--- config.mk ---
export PLATFORM = sky130hd
export DESIGN_NAME = mbox_dispatch
export DESIGN_NICKNAME = d
export VERILOG_FILES = /design/src/rtl/mbox_dispatch.sv
export SDC_FILE = /design/constraint.sdc
export NUM_CORES = 1
export LEC_CHECK = 0
export CORE_MARGIN = 8
export CORE_UTILIZATION = 60
export CTS_BUF_LIST = sky130_fd_sc_hd__clkbuf_8
export CTS_CLUSTER_DIAMETER = 150
export DETAILED_ROUTE_END_ITERATION = 8
export PLACE_DENSITY = 0.88
export SLEW_MARGIN = 20
export SYNTH_ARGS = -nofsm -noshare
export SYNTH_HDL_FRONTEND = slang
export SYNTH_SLANG_ARGS = --single-unit
--- constraint.sdc ---
create_clock -name clk -period 4.25 [get_ports clk]
set_clock_uncertainty 0.2 [all_clocks]
set_input_delay 0.425 -clock clk [delete_from_list [all_inputs] [get_ports clk]]
set_output_delay 0.425 -clock clk [all_outputs]
set_load 0.03 [all_outputs]
--- src/rtl/mbox_dispatch.sv ---
// Mailbox dispatcher: pops {dest_cpu, addr, data} entries and deposits them into
// per-CPU one-deep receive slots, with interrupt, read handshake and error reporting.
module mbox_dispatch #(
  parameter int unsigned W_WIDTH_SYS = 32,
  parameter int unsigned WIDTH_ADDR  = 32,
  parameter int unsigned FIFO_DATA   = 32 + WIDTH_ADDR + W_WIDTH_SYS,
  parameter int unsigned N_NUMB_CPU  = 4,
  parameter int unsigned STALL_MAX   = 255
) (
  input  logic                              clk,
  input  logic                              rst,
  input  logic [FIFO_DATA-1:0]              m_tdata_i,
  input  logic                              m_tvalid_i,
  output logic                              m_tready_o,
  input  logic [N_NUMB_CPU-1:0]             rd_req_i,
  output logic [N_NUMB_CPU-1:0]             rd_ack_o,
  output logic [N_NUMB_CPU*WIDTH_ADDR-1:0]  rd_addr_o,
  output logic [N_NUMB_CPU*W_WIDTH_SYS-1:0] rd_data_o,
  output logic [N_NUMB_CPU-1:0]             irq_o,
  output logic                              err_bad_cpu_o,
  output logic                              err_stall_o
);

  localparam int unsigned IDX_W = (N_NUMB_CPU > 1) ? $clog2(N_NUMB_CPU) : 1;
  localparam int unsigned CNT_W = 16;

  typedef enum logic [1:0] {S_IDLE, S_CHK, S_WAIT} state_e;

  state_e                              state_q, state_d;
  logic [FIFO_DATA-1:0]                hold_q, hold_d;
  logic [CNT_W-1:0]                    cnt_q, cnt_d;
  logic [N_NUMB_CPU-1:0]               valid_q, valid_d;
  logic [WIDTH_ADDR-1:0]               slot_addr_q [N_NUMB_CPU];
  logic [WIDTH_ADDR-1:0]               slot_addr_d [N_NUMB_CPU];
  logic [W_WIDTH_SYS-1:0]              slot_data_q [N_NUMB_CPU];
  logic [W_WIDTH_SYS-1:0]              slot_data_d [N_NUMB_CPU];
  logic                                ready_q, ready_d;
  logic [N_NUMB_CPU-1:0]               ack_q, ack_d;
  logic [N_NUMB_CPU*WIDTH_ADDR-1:0]    rd_addr_q, rd_addr_d;
  logic [N_NUMB_CPU*W_WIDTH_SYS-1:0]   rd_data_q, rd_data_d;
  logic [N_NUMB_CPU-1:0]               irq_q, irq_d;
  logic                                bad_q, bad_d;
  logic                                stall_q, stall_d;

  logic [31:0]                         hold_dest;
  logic [WIDTH_ADDR-1:0]               hold_addr;
  logic [W_WIDTH_SYS-1:0]              hold_data;
  logic [IDX_W-1:0]                    dest_idx;
  logic                                dest_bad;
  logic                                slot_write;

  assign hold_dest = hold_q[FIFO_DATA-1 -: 32];
  assign hold_addr = hold_q[W_WIDTH_SYS +: WIDTH_ADDR];
  assign hold_data = hold_q[W_WIDTH_SYS-1:0];
  assign dest_idx  = hold_dest[IDX_W-1:0];
  assign dest_bad  = (hold_dest >= 32'(N_NUMB_CPU));

  // Next-state: read pops, dispatch FSM, slot write-back
  always_comb begin
    state_d     = state_q;
    hold_d      = hold_q;
    cnt_d       = cnt_q;
    valid_d     = valid_q;
    slot_addr_d = slot_addr_q;
    slot_data_d = slot_data_q;
    ack_d       = '0;
    rd_addr_d   = rd_addr_q;
    rd_data_d   = rd_data_q;
    bad_d       = 1'b0;
    stall_d     = stall_q;
    slot_write  = 1'b0;

    for (int unsigned k = 0; k < N_NUMB_CPU; k++) begin
      if (rd_req_i[k] && valid_q[k] && !ack_q[k]) begin
        ack_d[k]                                 = 1'b1;
        rd_addr_d[k*WIDTH_ADDR +: WIDTH_ADDR]    = slot_addr_q[k];
        rd_data_d[k*W_WIDTH_SYS +: W_WIDTH_SYS]  = slot_data_q[k];
        valid_d[k]                               = 1'b0;
      end
    end

    unique case (state_q)
      S_IDLE: begin
        if (m_tvalid_i && ready_q) begin
          hold_d  = m_tdata_i;
          state_d = S_CHK;
        end
      end
      S_CHK: begin
        if (dest_bad) begin
          bad_d   = 1'b1;
          state_d = S_IDLE;
        end else if (!valid_q[dest_idx]) begin
          slot_write = 1'b1;
          state_d    = S_IDLE;
        end else begin
          cnt_d   = '0;
          state_d = S_WAIT;
        end
      end
      S_WAIT: begin
        if (!valid_q[dest_idx]) begin
          slot_write = 1'b1;
          stall_d    = 1'b0;
          cnt_d      = '0;
          state_d    = S_IDLE;
        end else begin
          if (cnt_q != '1) cnt_d = cnt_q + CNT_W'(1);
          if (cnt_d >= CNT_W'(STALL_MAX)) stall_d = 1'b1;
        end
      end
      default: state_d = S_IDLE;
    endcase

    // A write only targets an empty slot, so it never collides with a pop
    if (slot_write) begin
      slot_addr_d[dest_idx] = hold_addr;
      slot_data_d[dest_idx] = hold_data;
      valid_d[dest_idx]     = 1'b1;
    end

    ready_d = (state_d == S_IDLE);
    irq_d   = valid_q;
  end

  always_ff @(posedge clk) begin
    if (rst) begin
      state_q   <= S_IDLE;
      hold_q    <= '0;
      cnt_q     <= '0;
      valid_q   <= '0;
      ready_q   <= 1'b0;
      ack_q     <= '0;
      rd_addr_q <= '0;
      rd_data_q <= '0;
      irq_q     <= '0;
      bad_q     <= 1'b0;
      stall_q   <= 1'b0;
      for (int unsigned k = 0; k < N_NUMB_CPU; k++) begin
        slot_addr_q[k] <= '0;
        slot_data_q[k] <= '0;
      end
    end else begin
      state_q     <= state_d;
      hold_q      <= hold_d;
      cnt_q       <= cnt_d;
      valid_q     <= valid_d;
      ready_q     <= ready_d;
      ack_q       <= ack_d;
      rd_addr_q   <= rd_addr_d;
      rd_data_q   <= rd_data_d;
      irq_q       <= irq_d;
      bad_q       <= bad_d;
      stall_q     <= stall_d;
      slot_addr_q <= slot_addr_d;
      slot_data_q <= slot_data_d;
    end
  end

  assign m_tready_o    = ready_q;
  assign rd_ack_o      = ack_q;
  assign rd_addr_o     = rd_addr_q;
  assign rd_data_o     = rd_data_q;
  assign irq_o         = irq_q;
  assign err_bad_cpu_o = bad_q;
  assign err_stall_o   = stall_q;

endmodule
==> flow_metrics.env, run 1 <==
export IMPL_status="finished, final reports clean"
export IMPL_yosys_area_top_type="dfxtp_1"
export IMPL_cts_resized_gates=0
export IMPL_fin_crit_sh_pct=71.69
export IMPL_ctsHoldBuffers=0
export IMPL_vias_per_cell=5.697
export IMPL_numCtsBuffers=94
export IMPL_peakVddDrop_v=0.0003663
export IMPL_root_buffer="clkbuf_8"
export IMPL_syn2layout_area_growth_pct=23.68
export IMPL_die_y_um=212.9
export IMPL_yosysWarnings=0
export IMPL_clk_pin_slew_ps=60
export IMPL_antenna_found_initial=0
export IMPL_boundaryPins=370
export IMPL_critPathKind="reg -> reg"
export IMPL_synth_edf_count=0
export IMPL_reg2reg_depth=7
export IMPL_rr_startpoint="hold_q[83]$_SDFFE_PP0P_"
export IMPL_routed_wl_um=72070
export IMPL_dpl_cell_area_mm2=0.02681
export IMPL_syn_inst=2879
export IMPL_clock_sinks=641
export IMPL_yosysMostFrequentCell="nand2_1"
export IMPL_die_w_um=212.9
export IMPL_final_nets=3271
export IMPL_finalSetupViolCount=0
export IMPL_rsz0062_at_grt="no"
export IMPL_die_area_mm2=0.04533
export IMPL_gr_usage_all_layers_pct=30.82
export IMPL_core_area_mm2=0.03847
export IMPL_synth_top_area_share_pct=55.15
export IMPL_numPortBuffers=369
export IMPL_synth_top_family_by_area="simple AND/OR/NAND/NOR gates"
export IMPL_clk_latency_ps=670
export IMPL_wl_per_cell_um=19.21
export IMPL_async_reset_ff_share_pct=0
export IMPL_fill_cells=2711
export IMPL_regArea_mm2=0.01283
export IMPL_diodes=0
export IMPL_syn_nets=2987
export IMPL_drc=0
export IMPL_synthMuxAreaShare_pct=0.1828
export IMPL_syn_cell_area_mm2=0.02327
export IMPL_fin_util_pct=74.81
export IMPL_rows=72
export IMPL_drtAntennaViolNets=0
export IMPL_clock_fmax_ghz=0.3282
export IMPL_cp_arrival_ps=3350
export IMPL_maxSlewViolCount=0
export IMPL_hold_violations=0
export IMPL_grt_pass1_wl_um=111900
export IMPL_cts_tree="yes"
export IMPL_r2r_slack_ps=1200
export IMPL_yosys_area_share_simple_pct=22.66
export IMPL_leakagePower_nw=9.319
export IMPL_tns_ps=0
export IMPL_maxCapViolCount=0
export IMPL_htree_levels=3
export IMPL_endpoint_kind="flop"
export IMPL_worst_setup_path_start_kind="flop"
export IMPL_crit_start="hold_q[83]$_SDFFE_PP0P_"
export IMPL_max_slew_margin_rel_pct=28.56
export IMPL_ys_top_cells_by_area="dfxtp_1 55%, nand2_1 20%, a21oi_1 11%, a21oi_2 4.5%, clkbuf_1 2.5%"
export IMPL_grt_pass1_vias=21503
export IMPL_synth_common_cells="1241 x nand2_1, 641 x dfxtp_1, 514 x a21oi_1, 153 x clkbuf_1, 120 x a21oi_2"
export IMPL_p_per_area_mw_per_mm2=405.4
export IMPL_drt_pass1_iter_count=7
export IMPL_routabilityCongestion=0.8906
export IMPL_ys_ff_latch=641
export IMPL_cp_max_fo=35
export IMPL_critPathRequiredTime_ps=4560
export IMPL_clockBufferDepth=3
export IMPL_multi_input_area_mm2=0.009320
export IMPL_ys_flop_type="dfxtp_1"
export IMPL_layout_drive_gt1_share_pct=9.465
export IMPL_min_path_type="in -> reg"
export IMPL_yosys_area_share_xor_xnor_pct=0.07529
export IMPL_grt_max_degree=137
export IMPL_start_util_pct=60.48
export IMPL_drt_iter0_drc=1921
export IMPL_whs_ps=84.00
export IMPL_grt_remaining_overflow=0
export IMPL_post_route_min_period_ps=3047
export IMPL_synth_cell_type_count=54
export IMPL_endpoint="slot_data_q[68]$_SDFFE_PP0P_"
export IMPL_synth_compound_area_share_pct=16.65
export IMPL_vias=21369
export IMPL_synthAdderAreaFrac_pct=0.2689
export IMPL_dpl_hpwl_um=45630
export IMPL_yosysSeqAreaShare_pct=55.15
export IMPL_regToRegEndpoint="slot_data_q[68]$_SDFFE_PP0P_"
export IMPL_tightest_slew_ps=1069
export IMPL_design_area_mm2=0.02878
export IMPL_post_cts_buffers=0
export IMPL_syn_area_per_cell_um2=8.081
## state kept, by name, indices dropped and copies added, names as in the netlist
signal	flops
rd_addr_o	128
irq_o	4
hold_q	96
err_bad_cpu_o	1
err_stall_o	1
state_q	2
slot_addr_q	128
rd_data_o	128
slot_data_q	128
rd_ack_o	4
m_tready_o	1
irq_d	4
cnt_q	16
## area by class of cell
type	count	share of cell area [%]
clock buffer	117	5.596
clock inverter	49	1.248
inverter	8	0.1044
tap	518	2.252
sequential	641	44.59
timing repair buffer	396	13.82
multi-input combinational	2022	32.39
## layout by cell type (no fill, tap or decap), drive strengths merged, types with 2 or more instances in the layout
cell type,Yosys,routed
a211oi,2,2
a21boi,2,2
a21oi,634,634
a22oi,2,2
a31oi,6,6
and2,2,2
and3,3,3
and4,4,4
and4b,2,2
buf,55,28
bufinv,0,5
clkbuf,153,117
clkdlybuf4s50,0,368
clkinv,0,10
dfxtp,641,641
ha,5,5
inv,8,41
mux2i,2,2
nand2,1241,1241
nand2b,2,2
nand3,15,15
nand4,10,10
nor2,21,21
nor2b,7,7
nor3,15,15
nor4,9,9
o21a,3,3
o21ai,9,9
or2,4,4
or3,3,3
## cell families (layout without fill, tap and decap cells)
kind of cell,count (synthesis),after routing
multiplexers,3,3
buffers and inverters,216,570
XOR/XNOR,2,2
AO/OA/AOI/OAI,668,668
AND/OR/NAND/NOR,1344,1344
flip-flops,641,641
adder cells (fa/ha/maj),5,5
## layer usage
layer	track usage (%)	routed length, um	vias up
met5	0	0	-
li1	-	-	9910
met3	6.884	6931	212
met2	53.16	35020	1131
met1	35.04	26690	10116
met4	17.25	3432	0
## how the worst min path moves through the flow
stage	to	slack (ps)	start	cells past startpoint
floorplan	rd_addr_o[0]$_SDFFE_PP0P_	230	slot_addr_q[96]$_SDFFE_PP0P_	2
global placement	rd_addr_o[77]$_SDFFE_PP0P_	240	slot_addr_q[45]$_SDFFE_PP0P_	2
detailed placement	rd_addr_o[58]$_SDFFE_PP0P_	240	slot_addr_q[90]$_SDFFE_PP0P_	2
CTS	cnt_q[6]$_SDFFE_PP0P_	40	rst	2
global route	hold_q[95]$_SDFFE_PP0P_	90	m_tdata_i[95]	3
finish	irq_o[0]$_SDFF_PP0_	80	rst	2
## worst max-delay path: stages (launching register included)
cell,delay (ps)
dfxtp_1,320
nor4_2,310
nand4_1,320
o31ai_4,480
nand2_2,530
buf_4,480
nand2_1,140
a21oi_1,80
## stage by stage
stage	instances	setup slack (ps)	power (mW)
floorplan	2879	1960	6.454
global placement	3585	1398	6.642
detailed placement	3585	1281	6.651
CTS	3751	1249	11.69
global route	3751	1027	12.02
finish	3751	1203	11.67
## where the power goes
part / total [mW] / internal [mW] / switching [mW]
clock network: 5.13 / 2.79 / 2.34
registers: 6.13 / 6.06 / 0.0717
logic: 0.400 / 0.149 / 0.251
total: 11.7 / 9.00 / 2.66
Note: power is estimated with default switching activity, not from simulation.
==> inputs of run 2 (changes only) <==
--- a/config.mk
+++ b/config.mk
@@ -6,11 +6,11 @@
 export NUM_CORES = 1
 export LEC_CHECK = 0
 export CORE_MARGIN = 8
-export CORE_UTILIZATION = 60
+export CORE_UTILIZATION = 50
 export CTS_BUF_LIST = sky130_fd_sc_hd__clkbuf_8
 export CTS_CLUSTER_DIAMETER = 150
 export DETAILED_ROUTE_END_ITERATION = 8
-export PLACE_DENSITY = 0.88
+export PLACE_DENSITY = 0.78
 export SLEW_MARGIN = 20
 export SYNTH_ARGS = -nofsm -noshare
 export SYNTH_HDL_FRONTEND = slang
==> constraint.sdc (replaced) <==
create_clock -name clk -period 2.8 [get_ports clk]
set_clock_uncertainty 0.2 [all_clocks]
set_input_delay 0.28 -clock clk [delete_from_list [all_inputs] [get_ports clk]]
set_output_delay 0.28 -clock clk [all_outputs]
set_load 0.03 [all_outputs]
==> flow_metrics.env, run 2 (synthesis results as in run 1) <==
export IMPL_pre_cts_slack_ps=212.1
export IMPL_slowest_stage="nor4_1"
export IMPL_rows=79
export IMPL_netSwitchingPower_mw=4.168
export IMPL_cpLargestDelayFamily="simple AND/OR/NAND/NOR gates"
export IMPL_start_util_pct=50.29
export IMPL_worst_setup_path_start_kind="flop"
export IMPL_pwr_share_comb_pct=4.1
export IMPL_vias_per_cell=5.361
export IMPL_numCtsBuffers=99
export IMPL_clk_latency_ps=680
export IMPL_grt_pass1_vias=21133
export IMPL_leakagePower_nw=9.936
export IMPL_syn2layout_area_growth_pct=30.07
export IMPL_cts_tree="yes"
export IMPL_grt_max_degree=116
export IMPL_hold_violations=0
export IMPL_critical_path_max_stage_delay_ps=410
export IMPL_clock_sinks=641
export IMPL_tns_ps=0
export IMPL_drt_pass1_iter_count=6
export IMPL_wl_per_cell_um=18.18
export IMPL_post_route_min_period_ps=2562
export IMPL_drt_iter0_drc=1815
export IMPL_gr_usage_all_layers_pct=25.92
export IMPL_core_area_mm2=0.04626
export IMPL_status="finished, final reports clean"
export IMPL_fin_crit_sh_pct=91.51
export IMPL_htree_levels=3
export IMPL_grt_pass1_wl_um=113100
export IMPL_cp_max_fo=25
export IMPL_crit_buf_inv=1
export IMPL_swShare_pct=23.16
export IMPL_final_nets=3391
export IMPL_min_path_type="in -> reg"
export IMPL_seq_power_share_pct=51.7
export IMPL_maxSlewViolCount=0
export IMPL_cts_resized_gates=0
export IMPL_grt_remaining_overflow=0
export IMPL_die_y_um=231.7
export IMPL_max_slew_margin_rel_pct=35.68
export IMPL_routabilityCongestion=0.8510
export IMPL_finalPower_mw=18.00
export IMPL_clock_fmax_ghz=0.3903
export IMPL_routed_wl_um=72180
export IMPL_drc=0
export IMPL_p_per_area_mw_per_mm2=594.7
export IMPL_die_w_um=231.7
export IMPL_root_buffer="clkbuf_8"
export IMPL_vias=21287
export IMPL_endpoint_kind="flop"
export IMPL_critPathKind="reg -> reg"
export IMPL_fill_cells=3735
export IMPL_maxCapViolCount=0
export IMPL_clockBufferDepth=3
export IMPL_path_cells="nor4_1, nand4_1, o31ai_4, and4_4, buf_4, nand2_1, a21oi_2"
export IMPL_worst_slack_ps=237.6
export IMPL_final_cell_mix="1239 x nand2_1, 641 x dfxtp_1, 514 x a21oi_1"
export IMPL_die_area_mm2=0.05369
export IMPL_numPortBuffers=369
export IMPL_rsz0062_at_grt="no"
export IMPL_final_common_cell="nand2_1"
export IMPL_clk_pin_slew_ps=70
export IMPL_cp_arrival_ps=2960
export IMPL_tightest_slew_ps=964.8
export IMPL_layout_drive_gt1_share_pct=9.905
export IMPL_critPathRequiredTime_ps=3200
export IMPL_power_frac_clock_pct=44.1
export IMPL_drtAntennaViolNets=0
export IMPL_dpl_hpwl_um=45490
export IMPL_p_int_mw=13.83
export IMPL_finalSetupViolCount=0
export IMPL_boundaryPins=370
export IMPL_antenna_found_initial=2
export IMPL_peakVddDrop_v=0.0004431
## run 2: cell types whose count changed in the layout (fill, tap and decap cells not counted), moves of 2 or more
cell           previous run  this run
clkbuf_8                117       125
inv_1                    36        42
buf_4                    21        25
diode_2                   0         2
buf_12                    6        21
clkinv_2                 10        12
clkinvlp_4                1         4
inv_6                     4         2
bufinv_16                 5         3
dlygate4sd3_1             0        96
## run 2: area by class of cell
class                           instances  area (um2)  area share, %
Multi-Input combinational cell       2022        9323          30.81
Sequential cell                       641       12830          42.40
Antenna cell                            2       5.005        0.01654
Tap cell                              607       759.5          2.510
Inverter                                8       30.03        0.09923
Timing Repair Buffer                  511        5268          17.41
Clock inverter                         55       325.3          1.075
Clock buffer                          125        1720          5.685
## run 2: metal layers
layer	global-route usage, %	vias to the layer above	wire length (um)
li1	-	10166	-
met1	31.02	10024	28540
met2	44.24	929	35360
met3	5.949	168	5821
met4	11.15	0	2461
met5	0	-	0
## run 2: power groups by stage
stage / clock, mW / combinational (mW) / sequential (mW)
after floorplan: 0 / 0.333 / 9.46
after global placement: 0 / 0.611 / 9.50
after detailed placement: 0 / 0.621 / 9.51
after CTS: 8.05 / 0.732 / 9.31
after global routing: 8.51 / 0.799 / 9.31
final: 7.94 / 0.744 / 9.31
## run 2: worst paths after layout
| kind | endpoint | depth (start not counted) | startpoint | slack (ps) |
|---|---|---|---|---|
| max | slot_data_q[5]$_SDFFE_PP0P_ | 7 | hold_q[71]$_SDFFE_PP0P_ | 240 |
| min | hold_q[2]$_SDFFE_PP0P_ | 3 | m_tdata_i[2] | 80 |
| max reg2reg | slot_data_q[5]$_SDFFE_PP0P_ | 7 | hold_q[71]$_SDFFE_PP0P_ | 240 |
| min reg2reg | rd_addr_o[61]$_SDFFE_PP0P_ | 2 | slot_addr_q[93]$_SDFFE_PP0P_ | 250 |
## run 2: worst min-delay path, cell delays in order
cell             delay [ps]
clkdlybuf4s50_1         440
nand2_1                 110
a21oi_1                  70
## run 2: stage by stage
stage | hold WS, ps | std cells | area (um2) | util [%]
global route | 83.49 | 3971 | 30260 | 65.42
global placement | 235.7 | 3692 | 27240 | 58.89
CTS | 39.40 | 3968 | 30250 | 65.39
floorplan | 216.0 | 2879 | 23270 | -
detailed placement | 242.6 | 3692 | 27240 | 58.89
finish | 83.09 | 3971 | 30260 | 65.42
## run 2: timing repair
action,CTS,global route
hold endpoints to repair,144,0
setup buffers,0,1
endpoints found under the setup margin,0,49
hold buffers,96,0
